File: src/rtl/jtag_pkg.sv
// JTAG shared types: TAP state encoding, sequencer ops and
// sequencer controller states.
package jtag_pkg;

  typedef enum logic [3:0] {
    TEST_LOGIC_RESET = 4'd0,
    RUN_TEST_IDLE    = 4'd1,
    SELECT_DR_SCAN   = 4'd2,
    CAPTURE_DR       = 4'd3,
    SHIFT_DR         = 4'd4,
    EXIT1_DR         = 4'd5,
    PAUSE_DR         = 4'd6,
    EXIT2_DR         = 4'd7,
    UPDATE_DR        = 4'd8,
    SELECT_IR_SCAN   = 4'd9,
    CAPTURE_IR       = 4'd10,
    SHIFT_IR         = 4'd11,
    EXIT1_IR         = 4'd12,
    PAUSE_IR         = 4'd13,
    EXIT2_IR         = 4'd14,
    UPDATE_IR        = 4'd15
  } tap_ctrl_fsm_t;

  typedef enum logic [1:0] {
    OP_RESET   = 2'd0,
    OP_IDLE    = 2'd1,
    OP_SCAN_IR = 2'd2,
    OP_SCAN_DR = 2'd3
  } jtag_seq_op_t;

  typedef enum logic [3:0] {
    SEQ_INIT,
    SEQ_IDLE,
    SEQ_RST,
    SEQ_RUN,
    SEQ_SEL_DR,
    SEQ_SEL_IR,
    SEQ_CAP,
    SEQ_SHIFT,
    SEQ_EXIT1,
    SEQ_UPDATE,
    SEQ_RSP
  } jtag_seq_state_t;

  function automatic logic is_shift(tap_ctrl_fsm_t s);
    return (s == SHIFT_DR) || (s == SHIFT_IR);
  endfunction

endpackage

File: src/rtl/jtag_seq_ctrl_if.sv
// Command/response channel between a host and jtag_seq_ctrl.
// master = host side, slave = sequencer side.
interface jtag_seq_ctrl_if #(
  parameter int MAX_LEN = 64,
  parameter int LEN_W   = $clog2(MAX_LEN+1)
) ();
  logic                  cmd_valid;
  logic                  cmd_ready;
  jtag_pkg::jtag_seq_op_t cmd_op;
  logic [LEN_W-1:0]      cmd_len;
  logic [MAX_LEN-1:0]    cmd_data;
  logic                  rsp_valid;
  logic                  rsp_ready;
  logic [MAX_LEN-1:0]    rsp_data;
  logic                  rsp_err;

  modport master (
    output cmd_valid, cmd_op, cmd_len,
    output cmd_data, rsp_ready,
    input  cmd_ready, rsp_valid,
    input  rsp_data, rsp_err
  );

  modport slave (
    input  cmd_valid, cmd_op, cmd_len,
    input  cmd_data, rsp_ready,
    output cmd_ready, rsp_valid,
    output rsp_data, rsp_err
  );
endinterface

File: src/rtl/tap_ctrl_fsm.sv
// IEEE 1149.1 TAP controller state machine; used as a mirror
// of the target TAP, advanced by the registered TMS.
module tap_ctrl_fsm
  import jtag_pkg::*;
(
  input  logic          tck,
  input  logic          trstn,
  input  logic          tms,
  output tap_ctrl_fsm_t tap_state
);

  tap_ctrl_fsm_t st_d;

  always_ff @(posedge tck or negedge trstn) begin
    if (!trstn) tap_state <= TEST_LOGIC_RESET;
    else        tap_state <= st_d;
  end

  always_comb begin
    st_d = tap_state;
    unique case (tap_state)
      TEST_LOGIC_RESET:
        st_d = tms ? TEST_LOGIC_RESET : RUN_TEST_IDLE;
      RUN_TEST_IDLE:
        st_d = tms ? SELECT_DR_SCAN : RUN_TEST_IDLE;
      SELECT_DR_SCAN:
        st_d = tms ? SELECT_IR_SCAN : CAPTURE_DR;
      CAPTURE_DR:
        st_d = tms ? EXIT1_DR : SHIFT_DR;
      SHIFT_DR:
        st_d = tms ? EXIT1_DR : SHIFT_DR;
      EXIT1_DR:
        st_d = tms ? UPDATE_DR : PAUSE_DR;
      PAUSE_DR:
        st_d = tms ? EXIT2_DR : PAUSE_DR;
      EXIT2_DR:
        st_d = tms ? UPDATE_DR : SHIFT_DR;
      UPDATE_DR:
        st_d = tms ? SELECT_DR_SCAN : RUN_TEST_IDLE;
      SELECT_IR_SCAN:
        st_d = tms ? TEST_LOGIC_RESET : CAPTURE_IR;
      CAPTURE_IR:
        st_d = tms ? EXIT1_IR : SHIFT_IR;
      SHIFT_IR:
        st_d = tms ? EXIT1_IR : SHIFT_IR;
      EXIT1_IR:
        st_d = tms ? UPDATE_IR : PAUSE_IR;
      PAUSE_IR:
        st_d = tms ? EXIT2_IR : PAUSE_IR;
      EXIT2_IR:
        st_d = tms ? UPDATE_IR : SHIFT_IR;
      UPDATE_IR:
        st_d = tms ? SELECT_DR_SCAN : RUN_TEST_IDLE;
      default:
        st_d = TEST_LOGIC_RESET;
    endcase
  end

endmodule

File: src/rtl/jtag_seq_ctrl.sv
// Host-side JTAG sequencer: expands commands into TMS/TDI streams.
// Optional JTAG_SEQ_IDLE_GAP_EN adds IDLE_GAP idle cycles per command.
module jtag_seq_ctrl
  import jtag_pkg::*;
#(
  parameter int MAX_LEN  = 64,
  parameter int LEN_W    = $clog2(MAX_LEN+1),
  parameter int IDLE_GAP = 2
) (
  input  logic           tck,
  input  logic           trst,
  jtag_seq_ctrl_if.slave bus,
  output logic           tms,
  output logic           tdi,
  input  logic           tdo,
  output tap_ctrl_fsm_t  tap_state,
  output logic           busy
);

`ifdef JTAG_SEQ_IDLE_GAP_EN
  localparam bit GAP_EN = 1'b1;
`else
  localparam bit GAP_EN = 1'b0;
`endif
  localparam int GAP = GAP_EN ? IDLE_GAP : 0;
  localparam int CW  = (LEN_W > 8 ? LEN_W : 8) + 1;

  jtag_seq_state_t    st_q, st_d;
  logic [CW-1:0]      cnt_q, cnt_d;
  logic [LEN_W-1:0]   len_q, len_d;
  logic [MAX_LEN-1:0] dat_q, dat_d;
  logic               ir_q, ir_d;
  logic               err_q, err_d;
  logic               tms_d, tdi_d;
  logic [MAX_LEN-1:0] cap_q;
  logic [LEN_W-1:0]   cap_idx;

  logic is_scan, is_rst, bad_len, scan_ok, acc;
  logic [CW-1:0] idle_run;

  assign is_scan = (bus.cmd_op == OP_SCAN_IR) ||
                   (bus.cmd_op == OP_SCAN_DR);
  assign is_rst  = (bus.cmd_op == OP_RESET);
  assign bad_len = is_scan &&
                   ((bus.cmd_len == '0) ||
                    (bus.cmd_len > LEN_W'(MAX_LEN)));
  assign scan_ok = is_scan && !bad_len;
  assign idle_run = (bus.cmd_len == '0) ? CW'(1)
                                        : CW'(bus.cmd_len);
  assign acc = bus.cmd_valid && bus.cmd_ready;

  assign bus.cmd_ready = (st_q == SEQ_IDLE);
  assign bus.rsp_valid = (st_q == SEQ_RSP);
  assign bus.rsp_data  = cap_q;
  assign bus.rsp_err   = err_q;
  assign busy = (st_q != SEQ_IDLE) && (st_q != SEQ_RSP);

  always_ff @(posedge tck or posedge trst) begin
    if (trst) begin
      st_q  <= SEQ_INIT;
      cnt_q <= '0;
      len_q <= '0;
      dat_q <= '0;
      ir_q  <= 1'b0;
      err_q <= 1'b0;
      tms   <= 1'b1;
      tdi   <= 1'b0;
    end else begin
      st_q  <= st_d;
      cnt_q <= cnt_d;
      len_q <= len_d;
      dat_q <= dat_d;
      ir_q  <= ir_d;
      err_q <= err_d;
      tms   <= tms_d;
      tdi   <= tdi_d;
    end
  end

  // Each state names the TAP state in which the value it
  // registers will be sampled by the target.
  always_comb begin
    st_d  = st_q;
    cnt_d = cnt_q;
    len_d = len_q;
    dat_d = dat_q;
    ir_d  = ir_q;
    err_d = err_q;
    tms_d = 1'b0;
    tdi_d = 1'b0;
    unique case (st_q)
      SEQ_INIT: begin
        tms_d = (cnt_q < CW'(4));
        cnt_d = cnt_q + CW'(1);
        if (cnt_q == CW'(5)) begin
          st_d  = SEQ_IDLE;
          cnt_d = '0;
        end
      end
      SEQ_IDLE: begin
        if (bus.cmd_valid) begin
          err_d = 1'b0;
          len_d = bus.cmd_len;
          dat_d = bus.cmd_data;
          ir_d  = (bus.cmd_op == OP_SCAN_IR);
          st_d  = SEQ_RUN;
          cnt_d = CW'(1);
          unique case (1'b1)
            bad_len: err_d = 1'b1;
            scan_ok: begin
              tms_d = 1'b1;
              st_d  = SEQ_SEL_DR;
              cnt_d = '0;
            end
            is_rst: begin
              tms_d = 1'b1;
              st_d  = SEQ_RST;
              cnt_d = '0;
            end
            default: cnt_d = idle_run;
          endcase
        end
      end
      SEQ_RST: begin
        tms_d = (cnt_q < CW'(4));
        cnt_d = cnt_q + CW'(1);
        if (cnt_q == CW'(4)) begin
          st_d  = SEQ_RUN;
          cnt_d = CW'(GAP + 1);
        end
      end
      SEQ_RUN: begin
        if (cnt_q <= CW'(1)) st_d = SEQ_RSP;
        else cnt_d = cnt_q - CW'(1);
      end
      SEQ_SEL_DR: begin
        tms_d = ir_q;
        st_d  = ir_q ? SEQ_SEL_IR : SEQ_CAP;
      end
      SEQ_SEL_IR: st_d = SEQ_CAP;
      SEQ_CAP: begin
        st_d  = SEQ_SHIFT;
        cnt_d = '0;
      end
      SEQ_SHIFT: begin
        tdi_d = dat_q[0];
        dat_d = dat_q >> 1;
        tms_d = (cnt_q == CW'(len_q) - CW'(1));
        cnt_d = cnt_q + CW'(1);
        if (tms_d) st_d = SEQ_EXIT1;
      end
      SEQ_EXIT1: begin
        tms_d = 1'b1;
        st_d  = SEQ_UPDATE;
      end
      SEQ_UPDATE: begin
        st_d  = SEQ_RUN;
        cnt_d = CW'(GAP + 1);
      end
      SEQ_RSP: begin
        if (bus.rsp_ready) st_d = SEQ_IDLE;
      end
      default: st_d = SEQ_INIT;
    endcase
  end

  always_ff @(posedge tck or posedge trst) begin
    if (trst) begin
      cap_q   <= '0;
      cap_idx <= '0;
    end else if (acc) begin
      cap_q   <= '0;
      cap_idx <= '0;
    end else if (is_shift(tap_state)) begin
      cap_q   <= cap_q |
                 ({{(MAX_LEN-1){1'b0}}, tdo} << cap_idx);
      cap_idx <= cap_idx + LEN_W'(1);
    end
  end

  tap_ctrl_fsm u_mirror (
    .tck       (tck),
    .trstn     (~trst),
    .tms       (tms),
    .tap_state (tap_state)
  );

endmodule

File: src/flat_wrapper.sv
// flat-port wrapper written by rule: the top's interface ports become plain ports
module jtag_seq_ctrl_flat import jtag_pkg::*;
#(
  parameter int MAX_LEN  = 64,
  parameter int LEN_W    = $clog2(MAX_LEN+1),
  parameter int IDLE_GAP = 2
)
  (tck, trst, tms, tdi, tdo, tap_state, busy, bus_cmd_valid, bus_cmd_op, bus_cmd_len, bus_cmd_data, bus_rsp_ready, bus_cmd_ready, bus_rsp_valid, bus_rsp_data, bus_rsp_err);
  jtag_seq_ctrl_if #(.MAX_LEN(MAX_LEN), .LEN_W(LEN_W)) bus_i ();
  input  logic tck;
  input  logic trst;
  output logic tms;
  output logic tdi;
  input  logic tdo;
  output tap_ctrl_fsm_t tap_state;
  output logic busy;
  input wire logic [$bits(bus_i.cmd_valid)-1:0] bus_cmd_valid;
  input wire logic [$bits(bus_i.cmd_op)-1:0] bus_cmd_op;
  input wire logic [$bits(bus_i.cmd_len)-1:0] bus_cmd_len;
  input wire logic [$bits(bus_i.cmd_data)-1:0] bus_cmd_data;
  input wire logic [$bits(bus_i.rsp_ready)-1:0] bus_rsp_ready;
  output wire logic [$bits(bus_i.cmd_ready)-1:0] bus_cmd_ready;
  output wire logic [$bits(bus_i.rsp_valid)-1:0] bus_rsp_valid;
  output wire logic [$bits(bus_i.rsp_data)-1:0] bus_rsp_data;
  output wire logic [$bits(bus_i.rsp_err)-1:0] bus_rsp_err;
  assign bus_i.cmd_valid = bus_cmd_valid;
  assign bus_i.cmd_op = bus_cmd_op;
  assign bus_i.cmd_len = bus_cmd_len;
  assign bus_i.cmd_data = bus_cmd_data;
  assign bus_i.rsp_ready = bus_rsp_ready;
  assign bus_cmd_ready = bus_i.cmd_ready;
  assign bus_rsp_valid = bus_i.rsp_valid;
  assign bus_rsp_data = bus_i.rsp_data;
  assign bus_rsp_err = bus_i.rsp_err;
  jtag_seq_ctrl #(.MAX_LEN(MAX_LEN), .LEN_W(LEN_W), .IDLE_GAP(IDLE_GAP)) u_core (.tck(tck), .trst(trst), .bus(bus_i), .tms(tms), .tdi(tdi), .tdo(tdo), .tap_state(tap_state), .busy(busy));
endmodule
File: config.mk
export PLATFORM = sky130hd
export DESIGN_NAME = jtag_seq_ctrl_flat
export DESIGN_NICKNAME = d
export VERILOG_FILES = /design/src/rtl/jtag_pkg.sv /design/src/rtl/jtag_seq_ctrl_if.sv /design/src/rtl/tap_ctrl_fsm.sv /design/src/rtl/jtag_seq_ctrl.sv /design/src/flat_wrapper.sv
export SDC_FILE = /design/constraint.sdc
export NUM_CORES = 1
export LEC_CHECK = 0
export BUFFER_PORTS_ARGS = -buffer_cell sky130_fd_sc_hd__buf_2
export CAP_MARGIN = 20
export CORE_MARGIN = 2
export CORE_UTILIZATION = 55
export CTS_BUF_LIST = sky130_fd_sc_hd__clkbuf_8
export DETAILED_ROUTE_END_ITERATION = 12
export PLACE_DENSITY = 0.79
export REMOVE_ABC_BUFFERS = 1
export SYNTH_ARGS = -nofsm -noshare
export SYNTH_HDL_FRONTEND = slang
export SYNTH_SLANG_ARGS = --single-unit
File: constraint.sdc
create_clock -name tck -period 5.9 [get_ports tck]
set_input_delay 0.885 -clock tck [delete_from_list [all_inputs] [get_ports tck]]
set_output_delay 0.885 -clock tck [all_outputs]
set_load 0.1 [all_outputs]
=== After elaboration in Yosys (flattened, before gate mapping) ===
Index checks and enable logic that the tools add are counted.

* Input bits: 78
* Output and inout port bits: 74
* Bits in registers: 163

* Eq/ne operators: 39
* $lt $le $gt $ge: 3
* Mux-type cells: 40
* Bitwise logic cells: 1
* Shift-type cells: 1
* Add/subtract/negate cells: 4
* Reduce and logical (&&, ||, !) cells: 24

{| class="wikitable"
|+ Operators with widths
! operator !! count
|-
| $mux W64 || 3
|-
| $pmux W64 S2 || 1
|-
| $or A64 B64 Y64 || 1
|-
| $shl A1 B7 Y64 || 1
|-
| $pmux W9 S7 || 1
|-
| $pmux W4 S12 || 1
|-
| $eq A4 B4 Y1 const B || 11
|-
| $pmux W4 S11 || 1
|-
| $mux W4 || 10
|-
| $mux W9 || 4
|-
| $eq A4 B3 Y1 const B || 8
|-
| $mux W7 || 3
|-
| $eq A9 B3 Y1 const B || 2
|-
| $pmux W9 S2 || 1
|-
| $eq A4 B2 Y1 const B || 4
|-
| $add A9 B1 Y9 const B || 1
|-
| $eq A9 B9 Y1 || 1
|-
| $le A9 B1 Y1 const B || 1
|-
| $lt A9 B3 Y1 const B || 1
|-
| $sub A9 B1 Y9 const B || 1
|-
| $eq A4 B1 Y1 const B || 2
|-
| $logic_not A4 Y1 || 2
|-
| $mux W2 || 4
|-
| $ne A2 B1 Y1 const B || 4
|-
| 23 further kinds || 43
|}

=== Depth between registers and ports, before layout ===
* Word-level depth: 9
* Depth in mapped cells: 10
* Depth with buffers taken out: 8

=== Hierarchy ===
Synthesis repeated with hierarchy kept, for this count alone.

* Cells, all modules: 926
* Area, all modules: 8087.8 sq um

{| class="wikitable"
|+ By module, submodules not included
! module !! area each (sq um) !! times used !! sequential area each (sq um) !! cells an instance
|-
| jtag_seq_ctrl || 7773.7 || 1 || 3980.1 || 889
|-
| tap_ctrl_fsm || 314.1 || 1 || 100.1 || 37
|}

=== Least setup slack after synthesis ===
OpenSTA, ideal clock, no wires.

* Kind: flip-flop to output port
* Start point: register u_core.st_q[2]
* End point: output port busy
* Slack: -0.454 ns
* Arrival time: 5.469 ns
* Stages on the path, launching flop included: 6
* Cell sequence: dfrtp_1 > clkbuf_1 > clkbuf_1 > buf_1 > nor4_1 > nor2_1

* Word-level cells in the longest chain between the ends: 2
* Elaborated cells between the ends (all ways): 3

{| class="wikitable"
|+ RTL lines
! element !! RTL line !! source
|-
| start: declaration || jtag_seq_ctrl.sv:28 || <nowiki>jtag_seq_state_t st_q, st_d;</nowiki>
|-
| start signal: assignment || jtag_seq_ctrl.sv:69 || <nowiki>st_q <= st_d;</nowiki>
|-
| $ne A4 B1 Y1 or $ne A4 B4 Y1 (tied branches) || jtag_seq_ctrl.sv:56 || <nowiki>assign busy = (st_q != SEQ_IDLE) && (st_q != SEQ_RSP);</nowiki>
|-
| $logic_and A1 B1 Y1 (*) || jtag_seq_ctrl.sv:56 ||
|-
| end: declaration || flat_wrapper.sv:16 || <nowiki>output logic busy;</nowiki>
|}

Every way passes the cells marked *; elsewhere a longest branch is shown, timed or not.

=== Worst setup path after layout ===
* Start point: register u_core.st_q[3]
* End point: output port bus_rsp_valid

* Word-level cells in the longest chain between the ends: 1

{| class="wikitable"
|+ RTL lines
! element !! RTL line !! source
|-
| $eq A4 B4 Y1 || jtag_seq_ctrl.sv:53 || <nowiki>assign bus.rsp_valid = (st_q == SEQ_RSP);</nowiki>
|-
| end: declaration || flat_wrapper.sv:23 || <nowiki>output wire logic [$bits(bus_i.rsp_valid)-1:0] bus_rsp_valid;</nowiki>
|}

Every way passes these cells.

==> results_dict.tcl <==
set metrics [dict create \
    globalRouteOverflowTotal 0 \
    max_slew_margin_pct 29.0 \
    startpoint_type "register" \
    grt_pass1_vias 6045 \
    synth-edff-count 0 \
    gp_congestion 0.877 \
    nets 1060 \
    grt_usage_pct 24.3 \
    cp.arrival_ns 2.55 \
    ys_ff_latch 163 \
    period_needed_ns 3.43 \
    vdd_drop_max_v 0.000166 \
    die_area_mm2 0.0156 \
    clock_sinks 163 \
    powerDensity_mw_per_mm2 221 \
    syn_area_per_cell_um2 9.37 \
    hold_violations 0 \
    cpPeakStageDelay_ns 0.71 \
    finalMaxSlewViolations 0 \
    n_fill_cell 1226 \
    cp.required_ns 5.02 \
    die_h_um 125 \
    cts_made_buffers 17 \
    cts_tree "built" \
    multi_input_area_mm2 0.00365 \
    yosysMostFrequentCell "dfrtp_1" \
    htreeDepth 4 \
    vias 6736 \
    grt_pass1_wl_um 30800 \
    hold_slack_ns 0.489 \
    clockBufferDepth 2 \
    wire_per_inst_um 15.9 \
    skew_ns 0.0142 \
    routed_wl_um 18700 \
    dp_hpwl_um 12500 \
    port_buffers 151 \
    cts.clk_slew.worst_paths_ns 0.10 \
    drc 0 \
    fp.dieW_um 125 \
    fmax_ghz 0.291 \
    yosys-top-cells-area "dfrtp_1, mux2i_1, nand2_1, nor2_1, o21ai_0" \
    synth_top_area_share_pct 50.4 \
    cts_resized 0 \
    num_rows 44 \
    clkLatencyLatePin_ns 0.47 \
    syn2layout_area_growth_pct 15.2 \
    drive_above_1_share_pct 20.9 \
    final_util_pct 64.2 \
    via_per_inst 5.74 \
    diodes 0 \
    ant_nets 0 \
    finalCritPeriodShare_pct 58.2 \
    yosysTopAreaCell "dfrtp_1" \
    synth_common_cells "dfrtp_1, nand2_1, nor2_1, o21ai_0, a21oi_1" \
    p_total_mw 2.04 \
    leakage_nw 4.60 \
    start_util_pct 55.7 \
    cts_setup_buffers 0 \
    synth_cell_types 67 \
    holdBufCountCts 0 \
    root_buffer "clkbuf_8" \
    tns_ns 0 \
    crit_type "reg2out" \
    yosysWarningCount 0 \
    setup_viol 0 \
    maxCapViolCount 0 \
    synth_cells 858 \
    crit_slowest_cell "dfrtp_1" \
    firstDrtPassIters 5 \
    regArea_mm2 0.00408 \
    synth.yosys.seq_area_share_pct 50.8 \
    hold_path_class "reg2reg" \
    run_status "finished clean" \
    core_mm2 0.0144 \
    async_flop_share_pct 100 \
    antenna_found_initial 0 \
    rsz0062_at_grt "false" \
    ios 152 \
    end_kind "output port" \
    synthFlopType "dfrtp_1" \
    tightest_slew_ns 1.06 \
    path_cells "clkinv_1 -> nor4_1 -> buf_2" \
    critPathMaxFanout 16 \
    netlist_area_mm2 0.00804 \
    drt_iter0_drc 524 \
    grt_max_degree 129 \
]
==> area by class of cell <==
| class | count | area share (%) |
|---|---|---|
| Sequential cell | 163 | 44.1 |
| Multi-Input combinational cell | 623 | 39.5 |
| Timing Repair Buffer | 155 | 8.68 |
| Clock buffer | 17 | 2.53 |
| Tap cell | 184 | 2.49 |
| Clock inverter | 15 | 2.07 |
| Inverter | 16 | 0.703 |
==> registers in the layout, summed over array words and instances (netlist names) <==
| register | flops |
|---|---|
| u_core.dat_q | 64 |
| u_core.bus.rsp_data | 64 |
| u_core.ir_q | 1 |
| u_core.cnt_q | 9 |
| u_core.tms | 1 |
| u_core.tdi | 1 |
| u_core.bus.rsp_err | 1 |
| u_core.u_mirror.tap_state | 4 |
| u_core.len_q | 7 |
| u_core.cap_idx | 7 |
| u_core.st_q | 4 |
==> worst max-delay path: cells and delay by family (launching register included) <==
family                 cells  cell delay [ns]
buffers and inverters      2             0.91
DFF                        1             0.71
and+or+nand+nor            1             0.45
==> layer usage <==
| metal | global-route usage [%] | vias up | wire, um |
|---|---|---|---|
| li1 | - | 3218 | - |
| met1 | 35.1 | 3269 | 8550 |
| met2 | 36.5 | 227 | 8720 |
| met3 | 6.31 | 22 | 1180 |
| met4 | 6.80 | 0 | 249 |
| met5 | 0 | - | 0 |
==> path summary, 6_finish.rpt <==
path	from	cells past startpoint	end	slack [ns]
max	u_core.st_q[3]	3	bus_rsp_valid	2.47
min	u_core.dat_q[46]	2	u_core.dat_q[45]	0.49
max reg2reg	u_core.st_q[0]	5	u_core.dat_q[40]	2.59
min reg2reg	u_core.dat_q[46]	2	u_core.dat_q[45]	0.49
max in group asynchronous	trst	3	u_core.bus.rsp_data[1]	3.92
min in group asynchronous	trst	2	u_core.bus.rsp_data[47]	0.61
==> placed cells by master (no fill, tap or decap), types with 5 or more instances in the layout <==
| master | count |
|---|---|
| dfrtp_1 | 162 |
| buf_2 | 151 |
| nand2_1 | 118 |
| nor2_1 | 110 |
| o21ai_0 | 82 |
| a21oi_1 | 81 |
| mux2i_1 | 67 |
| clkbuf_8 | 17 |
| inv_1 | 14 |
| nor3_1 | 12 |
| xnor2_1 | 12 |
| nand3_1 | 11 |
| nand2b_1 | 9 |
| a31oi_1 | 8 |
| nor2b_1 | 7 |
| xor2_1 | 7 |
| o211ai_1 | 6 |
| ha_1 | 6 |
| inv_6 | 5 |
| inv_8 | 5 |
==> through the flow <==
step | std cells | instance area (um2) | worst slack [ns]
after floorplan | 802 | 7790 | -0.545
after global placement | 1139 | 8800 | 2.71
after detailed placement | 1139 | 8800 | 2.63
after CTS | 1171 | 9230 | 2.48
after global routing | 1173 | 9260 | 2.33
final | 1173 | 9260 | 2.47
==> report_power, final <==
part | total, mW | leakage [nW] | internal [mW] | switching (mW)
Combinational | 0.0589 | 2.29 | 0.0212 | 0.0376
Clock | 0.868 | 0.210 | 0.399 | 0.469
Sequential | 1.12 | 2.10 | 1.12 | 0
Total | 2.04 | 4.60 | 1.54 | 0.507
==> kinds of logic after synthesis <==
kind of cell	share of synthesized area [%]
buffers and inverters	3.86
XOR/XNOR	2.07
flip-flops	50.8
multiplexers	8.34
adder cells (fa/ha/maj)	0.934
AND/OR/NAND/NOR	17.4
AO/OA/AOI/OAI	16.6
Note: power is estimated with default switching activity, not from simulation.
